--- config.mk ---
export PLATFORM = sky130hd
export DESIGN_NAME = gcd_operand_sequencer
export DESIGN_NICKNAME = d
export VERILOG_FILES = /design/src/rtl/gcd_pkg.sv /design/src/rtl/gcd_pair_fifo.sv /design/src/rtl/gcd_operand_sequencer.sv
export SDC_FILE = /design/constraint.sdc
export NUM_CORES = 1
export LEC_CHECK = 0
export BUFFER_PORTS_ARGS = -buffer_cell sky130_fd_sc_hd__buf_2
export CAP_MARGIN = 10
export CELL_PAD_IN_SITES_DETAIL_PLACEMENT = 0
export CELL_PAD_IN_SITES_GLOBAL_PLACEMENT = 1
export CORE_MARGIN = 8
export CORE_UTILIZATION = 45
export CTS_CLUSTER_SIZE = 40
export DETAILED_ROUTE_END_ITERATION = 7
export PLACE_DENSITY = 0.79
export SLEW_MARGIN = 20
export SYNTH_ARGS = -nofsm -noshare
export SYNTH_HDL_FRONTEND = slang
export SYNTH_SLANG_ARGS = --single-unit
--- constraint.sdc ---
create_clock -name clock -period 3 [get_ports clock]
set_input_delay 0.6 -clock clock [delete_from_list [all_inputs] [get_ports clock]]
set_output_delay 0.6 -clock clock [all_outputs]
set_load 0.01 [all_outputs]
--- src/rtl/gcd_pkg.sv ---
// gcd_pkg: shared FSM state type and default sizing
// for the GCD operand sequencer and its pair FIFO.
package gcd_pkg;

  localparam int GCD_WIDTH   = 16;
  localparam int GCD_DEPTH   = 4;
  localparam int GCD_TIMEOUT = 1024;

  typedef enum logic [2:0] {
    IDLE,
    START,
    LOAD_A,
    LOAD_B,
    WAIT,
    HOLD
  } state_t;

endpackage

--- src/rtl/gcd_pair_fifo.sv ---
// gcd_pair_fifo: operand-pair buffer, DEPTH entries of 2*WIDTH bits.
// Ports: clock, reset (async, high), push/wdata in, pop/rdata out
// (rdata shows the head entry), count = occupancy (0..DEPTH).
module gcd_pair_fifo
  import gcd_pkg::*;
#(
  parameter int WIDTH = GCD_WIDTH,
  parameter int DEPTH = GCD_DEPTH
) (
  input  logic                   clock,
  input  logic                   reset,
  input  logic                   push,
  input  logic                   pop,
  input  logic [2*WIDTH-1:0]     wdata,
  output logic [2*WIDTH-1:0]     rdata,
  output logic [$clog2(DEPTH):0] count
);

  localparam int PW = $clog2(DEPTH);
  localparam int CW = PW + 1;

  logic [2*WIDTH-1:0] mem [DEPTH];
  logic [PW-1:0]      wr_ptr;
  logic [PW-1:0]      rd_ptr;
  logic               do_push;
  logic               do_pop;

  // A push into a full buffer is dropped; pop of empty is a no-op.
  assign do_push = push && (count < CW'(DEPTH));
  assign do_pop  = pop && (count != '0);
  assign rdata   = mem[rd_ptr];

  always_ff @(posedge clock) begin
    if (do_push) mem[wr_ptr] <= wdata;
  end

  always_ff @(posedge clock or posedge reset) begin
    if (reset) begin
      wr_ptr <= '0;
      rd_ptr <= '0;
      count  <= '0;
    end else begin
      if (do_push) wr_ptr <= wr_ptr + PW'(1);
      if (do_pop)  rd_ptr <= rd_ptr + PW'(1);
      case ({do_push, do_pop})
        2'b10:   count <= count + CW'(1);
        2'b01:   count <= count - CW'(1);
        default: count <= count;
      endcase
    end
  end

endmodule

--- src/rtl/gcd_operand_sequencer.sv ---
// gcd_operand_sequencer: buffers operand pairs and feeds them serially
// to a GCD engine (start, a, a, b), then returns result or timeout.
// Ports: clock, reset (async, high); in_valid/in_ready/in_a/in_b;
// gcd_start/gcd_data to engine, gcd_done/gcd_result back;
// out_valid/out_ready/out_gcd/out_err result handshake; busy.
// Option: define GCD_ZERO_BYPASS_EN to answer pairs with a zero
// operand directly (a|b) without using the engine.
module gcd_operand_sequencer
  import gcd_pkg::*;
#(
  parameter int WIDTH   = GCD_WIDTH,
  parameter int DEPTH   = GCD_DEPTH,
  parameter int TIMEOUT = GCD_TIMEOUT
) (
  input  logic             clock,
  input  logic             reset,
  input  logic             in_valid,
  output logic             in_ready,
  input  logic [WIDTH-1:0] in_a,
  input  logic [WIDTH-1:0] in_b,
  output logic             gcd_start,
  output logic [WIDTH-1:0] gcd_data,
  input  logic             gcd_done,
  input  logic [WIDTH-1:0] gcd_result,
  output logic             out_valid,
  input  logic             out_ready,
  output logic [WIDTH-1:0] out_gcd,
  output logic             out_err,
  output logic             busy
);

  localparam int CW = $clog2(DEPTH) + 1;
  localparam int TW = $clog2(TIMEOUT + 1);

  state_t             state;
  logic [CW-1:0]      count;
  logic [2*WIDTH-1:0] head;
  logic [WIDTH-1:0]   head_a;
  logic [WIDTH-1:0]   head_b;
  logic [WIDTH-1:0]   a_r;
  logic [WIDTH-1:0]   b_r;
  logic [TW-1:0]      wcnt;
  logic               push;
  logic               pop;

  assign in_ready        = count < CW'(DEPTH);
  assign push            = in_valid && in_ready;
  assign pop             = (state == IDLE) && (count != '0);
  assign {head_a, head_b} = head;
  assign busy            = state != IDLE;

  gcd_pair_fifo #(
    .WIDTH (WIDTH),
    .DEPTH (DEPTH)
  ) u_fifo (
    .clock (clock),
    .reset (reset),
    .push  (push),
    .pop   (pop),
    .wdata ({in_a, in_b}),
    .rdata (head),
    .count (count)
  );

  // Outputs are registered: each is loaded on the edge that
  // enters the state in which it must be visible.
  always_ff @(posedge clock or posedge reset) begin
    if (reset) begin
      state     <= IDLE;
      a_r       <= '0;
      b_r       <= '0;
      wcnt      <= '0;
      gcd_start <= 1'b0;
      gcd_data  <= '0;
      out_valid <= 1'b0;
      out_gcd   <= '0;
      out_err   <= 1'b0;
    end else begin
      unique case (state)
        IDLE: begin
          if (pop) begin
            a_r <= head_a;
            b_r <= head_b;
`ifdef GCD_ZERO_BYPASS_EN
            if (head_a == '0 || head_b == '0) begin
              state     <= HOLD;
              gcd_data  <= head_b;
              out_gcd   <= head_a | head_b;
              out_err   <= 1'b0;
              out_valid <= 1'b1;
            end else
`endif
            begin
              state     <= START;
              gcd_start <= 1'b1;
              gcd_data  <= head_a;
            end
          end
        end
        START: begin
          state     <= LOAD_A;
          gcd_start <= 1'b0;
          gcd_data  <= a_r;
        end
        LOAD_A: begin
          state    <= LOAD_B;
          gcd_data <= b_r;
        end
        LOAD_B: begin
          state    <= WAIT;
          gcd_data <= b_r;
          wcnt     <= '0;
        end
        WAIT: begin
          if (gcd_done) begin
            state     <= HOLD;
            out_gcd   <= gcd_result;
            out_err   <= 1'b0;
            out_valid <= 1'b1;
          end else if (wcnt == TW'(TIMEOUT - 1)) begin
            // This is the TIMEOUT-th WAIT cycle without done.
            state     <= HOLD;
            out_gcd   <= '0;
            out_err   <= 1'b1;
            out_valid <= 1'b1;
          end else begin
            wcnt <= wcnt + TW'(1);
          end
        end
        HOLD: begin
          if (out_ready) begin
            state     <= IDLE;
            out_valid <= 1'b0;
            gcd_data  <= '0;
            wcnt      <= '0;
          end
        end
        default: state <= IDLE;
      endcase
    end
  end

endmodule

-- Word-level counts from Yosys, hierarchy flattened
Memory sizes are Yosys's and may differ from the RTL's.
Index checks and enable logic that the tools add are counted.
- bits of input ports: 53
- bits in latches: 0
- register bits after elaboration: 88
- output and inout port bits: 37
- memories: 1
- ROM bits: 0
- memory bits (writable): 128
- bitwise operators: 0
- reduce and logical (&&, ||, !) cells: 21
- $mul: 0
- div/mod/pow operators: 0
- mux-type cells: 24
- shifts and indexed selects: 0
- $lt $le $gt $ge: 1
- $add $sub $neg: 5
- eq/ne operators: 13
- memories (memory ; depth ; bits a word ; read ports ; clocked after memory_dff ; write ports ; line ; RTL):
    u_fifo.mem ; 4 ; 32 ; 1 ; 0 ; 1 ; gcd_pair_fifo.sv:22 ; logic [2*WIDTH-1:0] mem [DEPTH];
- operators with widths (cell ; number):
    $mux 16 ; 4
    $pmux 16 s4 ; 1
    $mux 11 ; 3
    $pmux 11 s3 ; 1
    $pmux 3 s6 ; 1
    $mux 3 ; 4
    $add 11x1->11 const B ; 1
    $eq 11x10->1 const B ; 1
    $reduce_and 3->1 ; 3
    $reduce_bool 3->1 ; 3
    $reduce_bool 2->1 ; 4
    $mux 1 ; 7
    $eq 3x2->1 const B ; 2
    $eq 3x3->1 const B ; 2
    $ne 2x2->1 const B ; 3
    $pmux 3 s2 ; 1
    $reduce_and 2->1 ; 3
    $add 2x1->2 const B ; 2
    $logic_and 1x1->1 ; 4
    $pmux 1 s2 ; 2
    $reduce_and 4->1 ; 1
    $reduce_bool 4->1 ; 1
    $add 3x1->3 const B ; 1
    $eq 3x1->1 const B ; 1
    other kinds (8) ; 8

-- Logic depth before layout (Yosys ltp)
Gate-level depths: netlist (run 1).
- word-level depth: 5
- gate-level depth with buffers: 11
- gate-level depth less buffers: 8

-- Hierarchy
Synthesis (run 1) repeated with hierarchy kept, for this count alone.
- cell total of the unflattened synthesis: 515
- area total of the unflattened synthesis: 9009.9 um^2
- modules (own cells, without submodules) (module ; times used ; cells each ; area each (um^2) ; seq. area each (um^2)):
    gcd_pair_fifo ; 1 ; 206 ; 5076.1 ; 4018.9
    gcd_operand_sequencer ; 1 ; 309 ; 3933.8 ; 2026.9

-- Least setup slack after synthesis (run 1)
Ideal clock, no wire load.
- path type: reg2reg
- start: register state[2]
- end: register u_fifo.count[2]
- setup slack: 0.687 ns
- cell stages (with the launch flop): 12
- path buffers: 3
- clock period less this slack: 2.313 ns
- arrival: 2.233 ns
- path through: dfrtp_1 -> buf_2 -> or3_4 -> nor2b_4 -> buf_6 -> buf_12 -> ha_1 -> inv_1 -> fa_1 -> xor2_1 -> nor2_1 -> xnor2_1
- longest elaborated chain between the ends: 5
- RTL lines (what ; line ; RTL):
    start, declared ; gcd_operand_sequencer.sv:35 ; state_t state;
    start signal, assigned ; gcd_operand_sequencer.sv:69 ; state <= IDLE;
    start signal, assigned ; gcd_operand_sequencer.sv:94 ; state <= START;
    start signal, assigned ; gcd_operand_sequencer.sv:101 ; state <= LOAD_A;
    $logic_not 3->1 * ; gcd_operand_sequencer.sv:48 ; assign pop = (state == IDLE) && (count != '0);
    $logic_and 1x1->1 * ; gcd_operand_sequencer.sv:48 ;
    $logic_and 1x1->1 * ; gcd_pair_fifo.sv:30 ; assign do_pop = pop && (count != '0);
    net u_fifo.do_pop ; gcd_pair_fifo.sv:26 ; logic do_pop;
    $eq 2x1->1 / $eq 2x2->1 (equally long branches) ; gcd_pair_fifo.sv:45 ; case ({do_push, do_pop})
    $pmux 3 s2 / $reduce_bool 2->1 (equally long branches) ; -- ;
    end signal, assigned ; gcd_pair_fifo.sv:46 ; 2'b10: count <= count + CW'(1);
    end signal, assigned ; gcd_pair_fifo.sv:47 ; 2'b01: count <= count - CW'(1);
    end signal, assigned ; gcd_pair_fifo.sv:48 ; default: count <= count;
    end, declared ; gcd_pair_fifo.sv:16 ; output logic [$clog2(DEPTH):0] count
The timed path passes the listed nets; every way through them passes the cells marked *.
A chain may end at the register's enable or synchronous reset.

-- Worst setup path in the final report (run 1)
- start: register state[0]
- end: output busy
- longest elaborated chain between the ends: 1
- RTL lines (what ; line ; RTL):
    $reduce_bool 3->1 ; gcd_operand_sequencer.sv:50 ; assign busy = state != IDLE;
    end, declared ; gcd_operand_sequencer.sv:29 ; output logic busy
No other way between the ends.

==> results of run 1 <==
[power groups by stage]
stage	Combinational, mW	Clock [mW]	Sequential [mW]
after floorplan	2.66	0	4.43
after global placement	3.38	0	4.49
after detailed placement	3.48	0	4.54
after CTS	3.52	2.87	4.49
after global routing	3.79	2.98	4.57
final	3.45	2.80	4.48
[per-stage QoR]
step	instance area, µm²	util, %	std cells	setup slack (ps)	hold WS [ps]
finish	10150	52.87	871	733.7	191.0
global route	10150	52.87	871	673.5	250.5
CTS	10150	52.86	870	714.7	201.0
detailed placement	9385	48.86	828	806.5	481.1
global placement	9385	48.86	828	875.7	478.5
floorplan	8716	-	491	121.4	458.5
[layout make-up]
class                           instances  area share, %
Clock inverter                         11          1.294
Multi-Input combinational cell        231          23.45
Tap cell                              265          3.265
Sequential cell                       216          59.55
Antenna cell                            1        0.02464
Timing Repair Buffer                  103          5.668
Inverter                               13         0.4929
Clock buffer                           31          6.259
[kinds of logic (layout without fill, tap and decap cells)]
group / after synthesis / after routing / share of synthesized area, %
adder cells (fa/ha/maj): 7 / 7 / 1.091
multiplexers: 81 / 81 / 14.71
buffers and inverters: 44 / 158 / 3.316
other: 0 / 1 / 0
AO/OA/AOI/OAI: 82 / 82 / 7.264
flip-flops: 216 / 216 / 69.37
XOR/XNOR: 7 / 7 / 0.7034
AND/OR/NAND/NOR: 54 / 54 / 3.546
[cell usage after synthesis, drive strengths merged, types with 2 or more instances]
cell     instances
inv             13
nand4            4
xnor2            6
o221ai           2
and2             7
o2bb2ai         17
o21ai            8
a41oi            2
nor2            11
a21oi            5
edfxtp         128
a22oi           16
and3             3
buf             25
ha               6
dfrtp           88
clkbuf           6
nand3            3
nor2b            3
and4             3
mux2            48
a31oi           13
a22o            16
or3              2
mux4            32
nand2b           5
nand2            9
[worst max-delay path by stage]
| stage | endpoint | slack, ps | from |
|---|---|---|---|
| 2_1_floorplan | a_r[0]$_DFFE_PP0P_ | 120 | reset |
| 3_3_place_gp | u_fifo.count[2]$_DFFE_PP0P_ | 880 | state[0]$_DFFE_PP0P_ |
| 3_5_place_dp | u_fifo.count[2]$_DFFE_PP0P_ | 810 | state[0]$_DFFE_PP0P_ |
| 4_1_cts | busy | 710 | state[0]$_DFFE_PP0P_ |
| 5_1_grt | busy | 670 | state[0]$_DFFE_PP0P_ |
| 6_report | busy | 730 | state[0]$_DFFE_PP0P_ |
[sequential cells by signal, indices dropped and copies added (netlist names)]
register / flops
u_fifo.rd_ptr: 2
a_r: 16
u_fifo.mem: 128
gcd_data: 16
out_gcd: 16
u_fifo.count: 3
u_fifo.wr_ptr: 2
state: 3
wcnt: 11
out_err: 1
out_valid: 1
b_r: 16
gcd_start: 1
[per-layer routing]
| metal | global-route usage (%) | part of all wire, % | vias to the layer above |
|---|---|---|---|
| li1 | - | - | 2122 |
| met1 | 18.68 | 43 | 2397 |
| met2 | 25.50 | 49 | 135 |
| met3 | 3.218 | 6.1 | 31 |
| met4 | 3.466 | 2.3 | 0 |
| met5 | 0 | 0 | - |
[cell usage in the layout, fill, tap and decap left out, drive strengths merged, types with 13 or more instances in the layout]
cell       n
mux4      32
a22oi     16
a22o      16
edfxtp   128
clkbuf    31
mux2      48
dfrtp     88
a31oi     13
o2bb2ai   17
buf      103
inv       13
==> results.md, run 1 <==
- Main flop type after synthesis: edfxtp_1
- Share of layout cells above drive strength 1: a little over a third
- Synth cell types: 48
- Worst setup EP type: primary output
- Syn nets: 551
- Clk root buf: clkbuf_16
- GRT Util Overall: 14.75%
- Global route overflow: 0
- Routability cong.: approximately 0.75
- Wire length per cell: 20.22 µm
- Fillers: approximately 1,500
- CP bufs+invs: 1
- R2R Path Start: state[0]$_DFFE_PP0P_
- Avg Inst Size Synth: 17.75 µm²
- Vias: about 4,700
- Full die area: 24,080 µm²
- Worst Path Class, Setup: reg -> out
- Reg2Reg Setup Slack: 800 ps
- Class of the worst hold path: in -> async
- CTS clk-pin slew, worst paths: around 60 ps
- Hold Buf Count CTS: 0
- H-tree levels: 1
- Status: complete, no violations
- PortBufs: 89
- Vias per cell: about 5.4
- Clock Tree Buf Depth: 3
- Sw frac: between 30% and 40%
- Comb pwr share: between 30% and 40%
- Max-Cap Viols: 0
- Sink Count: around 220
- Core area: approximately 19,000 µm²
- Clock Latency Late Sink: around 520 ps
- Top cells by area, synth: edfxtp_1, dfrtp_1, mux4_2
- RSZ-0062 raised after global routing: false
- Reg2reg path depth: 8
- CTS tree: done
- Post-cts sizing count: 0
- Fmax achieved: between 400 and 500 MHz
- Yosys warning count: 0
- Cts bufs inserted: 23
- Final WL: about 18,000 µm
- Synth Register Bits: roughly 220
- Pre-antenna DRT Iters: 5
- Crit path max-delay family: flip-flops
- Levels on crit path: 2
- FFs w/ async S/R, synth: a little over 40%
- Storage element area: between 6000 and 7000 µm²
- Layout Nets: 648
- Crit-path max FO: 12
- # DRC: 0
- IO Pins: 90
- Initial DRC count: 264
- Critical-path top delay cell: dfrtp_1
- Skew final: ~28 ps
- Overall Power: 10.74 mW
- Critical-path cell list: or3_4, buf_2
- Tcrit/Tclk final: about three quarters
- Syn Std Cell Area: roughly 8700 µm²
- Crit path largest cell delay: roughly 540 ps
- Register area share after synthesis: a little over two thirds
- Maximum vdd drop: 659.7 µV
- Top cell type's share of synthesized area: between 40% and 50%
- Clock power share: a little over a quarter
- Setup bufs post-CTS: 0
- Final slew viol count: 0
- Synth Instances: 491
- Die H: 155.2 µm
- Worst setup SP type: flop
- HPWL Detailed: approximately 11,000 µm
- Final min period: 2266 ps
- Fin. Hold Viols: 0
- Flop pwr share: a little over two fifths
- Critical path arrival: approximately 1700 ps
- Internal power: 7.412 mW
- Die X: roughly 160 µm
- First-pass GRT wire length: 28,190 µm
- EDFF count, synth: ~130
- Std cell rows: 51
- Vias in the first global route: 5,106
- Top cell type by total area after synthesis: edfxtp_1
- Slew @ Worst Pin: 733.3 ps
- Final TNS setup: 0 ps
- Pwr dens: roughly 1100 nW/µm²
- Setup-failing EPs final: 0
- Leak Pwr: approximately 4 nW
- Synth-to-Final Area Change: 16.51%
- Switching power: approximately 3.3 mW
- Slew HR: 51.06%
- Post-detailed-route count of antenna-violating nets: 0
- Critical Path RT: around 2400 ps
- Initial antenna violation count: 1
- Multi-input gate area: between 2000 and 2500 µm²
- Starting Density: approximately 45%
- Largest net degree at the start of global routing: between 50 and 60
- Worst flop-to-flop path endpoint: u_fifo.count[2]$_DFFE_PP0P_
Note: power is estimated with default switching activity, not from simulation.
==> run 2, diff against run 1 <==
- clock period: 3 -> 1.8 ns (I/O delays scaled with it)
==> run 2 against run 1 <==
  * The flow now finishes with violations (setup timing)
  * Wire length is 0.63% higher
  * First-iteration DRC count is 11% higher
  * Combinational power is 89% higher
  * Non-clock buffer count is 24 higher
  * Design area is 3.2% higher
  * Total power is 71% higher
  * Clock-buffer cell count is 3 higher
  * Critical path type is now reg -> reg
  * Critical endpoint is now u_fifo.count[2]$_DFFE_PP0P_
  * Global-route usage hardly changed
==> results.md, run 2 (same netlist as run 1, synthesis figures left out) <==
- Slew HR: 61.64% (+11 points)
- Class of the worst hold path: in -> reg
- Post-DP Area: 9673 µm² (+3.1%)
- Design area: 10,480 µm² (+3.2%)
- Antenna diodes: 0 (-1)
- CTS clk-pin slew, worst paths: 60 ps (about the same)
- Hold Slack: 53.07 ps (-137.9 ps)
- Critical Path RT: 2230 ps (-170 ps)
- Comb pwr share: 35.5% (+3.3 points)
- Layout Nets: 672 (+3.7%)
- Clk root buf: clkbuf_16
- Routability cong.: 0.7402 (-0.72%)
- Skew final: 8.325 ps (-19.40 ps)
- Initial antenna violation count: 0 (-1)
- First-pass GRT wire length: 28,280 µm (+0.32%)
- Initial DRC count: 293 (+11%)
- Commonest non-fill, non-tap cell in the layout: edfxtp_1
- Setup ws final: -135.1 ps (-868.8 ps)
- Slew @ Worst Pin: 574.2 ps (-159.1 ps)
- Most frequent cells in the layout: edfxtp_1, buf_2, dfrtp_1
- Cts bufs inserted: 23 (unchanged)
- Finished Core Util: 54.54% (+1.7 points)
- Pre-antenna DRT Iters: 6 (+1)
- Die H: 155.2 µm (unchanged)
- Clock Tree Buf Depth: 3 (unchanged)
- Status: complete, but fails checks
- Flop pwr share: 39.7% (-2.0 points)
- Critical path arrival: 2370 ps (+700 ps)
- Vias: 4,827 (+3.0%)
- CTS tree: done
- Share of layout cells above drive strength 1: 40.06% (+3.7 points)
- Leak Pwr: 4.060 nW (+3.9%)
- Post-detailed-route count of antenna-violating nets: 0 (unchanged)
- Final slew viol count: 0 (unchanged)
- Storage element area: 6047 µm² (unchanged)
- Core area: 19,210 µm² (unchanged)
- Vias per cell: 5.399 (+0.38%)
- Full die area: 24,080 µm² (unchanged)
- Internal power: 12.75 mW (+72%)
- Synth-to-Final Area Change: 20.20%
- Worst Path Class, Setup: reg -> reg
- HPWL Detailed: 11,370 µm (+3.5%)
- Clock Latency Late Sink: 510 ps (about the same)
- Global route overflow: 0 (unchanged)
- Largest net degree at the start of global routing: 89 (+75%)
- Vias in the first global route: 5,144 (+0.74%)
- Fin. Hold Viols: 0 (unchanged)
- Fillers: 1,506 (-2.1%)
- IO Pins: 90 (unchanged)
- Worst setup SP type: flop
- Sw frac: 30.66% (-0.31 points)
- H-tree levels: 1 (unchanged)
- Final WL: 17,730 µm (+0.63%)
- Setup-failing EPs final: 42 (+42)
- Overall Power: 18.39 mW (+71%)
- Fmax achieved: approximately 520 MHz
- # DRC: 0 (unchanged)
- Std cell rows: 51 (unchanged)
- Failing checks: setup timing
- Final TNS setup: -3738 ps (-3738 ps)
- RSZ-0062 raised after global routing: true
- Die X: 155.2 µm (unchanged)
- Starting Density: 45.38% (unchanged)
- Biggest register: u_fifo.mem
- Worst setup EP type: flop
- Final min period: between 1500 and 2000 ps
- Sink Count: 216 (unchanged)
- Maximum vdd drop: 980.9 µV (+49%)
- Max-Cap Viols: 0 (unchanged)
- GRT Util Overall: 14.77% (+0.020 points)
- Tcrit/Tclk final: 107.5%
- Multi-input gate area: 2422 µm² (+1.7%)
- Switching power: 5.640 mW (+70%)
- Clock power share: 24.8% (-1.3 points)
- Pwr dens: 1756 nW/µm² (+66%)
- PortBufs: 89 (unchanged)
- Max reg flops: 128 (unchanged)
- Wire length per cell: 19.83 µm (-2.0%)
- Crit-path max FO: 2 (-10)
run 2: cell count changes in the layout (fill, tap and decap cells not counted), sizes merged:
cell	change
buf	+23
clkbuf	+3
bufinv	-1
clkinv	-3
dlygate4sd3	+1
diode	-1
inv	+1
run 2: path summary, 6_finish.rpt:
kind                                 startpoint                      endpoint  slack [ps]  depth (start not counted)
setup reg to reg           state[1]$_DFFE_PP0P_   u_fifo.count[2]$_DFFE_PP0P_        -140                          8
hold reg to reg              b_r[2]$_DFFE_PP0P_            b_r[2]$_DFFE_PP0P_         490                          1
setup / recovery           state[1]$_DFFE_PP0P_   u_fifo.count[2]$_DFFE_PP0P_        -140                          8
hold / removal                          in_b[9]    u_fifo.mem[0][9]$_DFFE_PP_          50                          1
max in group asynchronous                 reset  u_fifo.rd_ptr[0]$_DFFE_PP0P_         880                          4
min in group asynchronous                 reset        out_gcd[7]$_DFFE_PP0P_         530                          4
run 2: worst max-delay path, cell delays in order (launching register included):
cell and delay [ps]:
dfrtp_1 380, or3_4 420, nor2b_4 150, ha_4 140
inv_2 40, fa_2 320, xor2_1 140, nor2_1 120
xnor2_1 130
run 2: stage by stage:
stage / setup WS, ps / instances
6_report: -135.1 / 894
5_1_grt: -196.9 / 894
3_3_place_gp: -86.03 / 850
2_1_floorplan: -403.8 / 491
4_1_cts: -146.4 / 894
3_5_place_dp: -137.9 / 850
run 2: power groups by stage:
stage	Clock [mW]	Sequential, mW	Combinational (mW)
2_1_floorplan	0	7.38	4.50
3_3_place_gp	0	7.30	6.40
3_5_place_dp	0	7.38	6.55
4_1_cts	4.71	7.29	6.62
5_1_grt	4.89	7.43	7.10
6_report	4.57	7.29	6.53
run 2: what timing repair did:
item                       4_1_cts  5_1_grt
hold buffers                     1        0
hold endpoints to repair         4        0
pin swaps                        4        0
gates resized for setup          2        7
setup endpoints to repair       49       81
setup buffers                    1        0
run 2: cell type report:
cell class / instances / area share, %
clock buffer: 34 / 6.270
sequential: 216 / 57.72
tap: 265 / 3.165
inverter: 13 / 0.5016
clock inverter: 8 / 0.8241
timing repair buffer: 127 / 8.396
multi-input combinational: 231 / 23.12
run 2: layer usage:
metal	up-vias	global-route usage, %	wire length (µm)
li1	2184	-	-
met1	2484	18.48	7548
met2	132	25.79	8878
met3	27	3.329	989
met4	0	3.281	308
met5	-	0	0
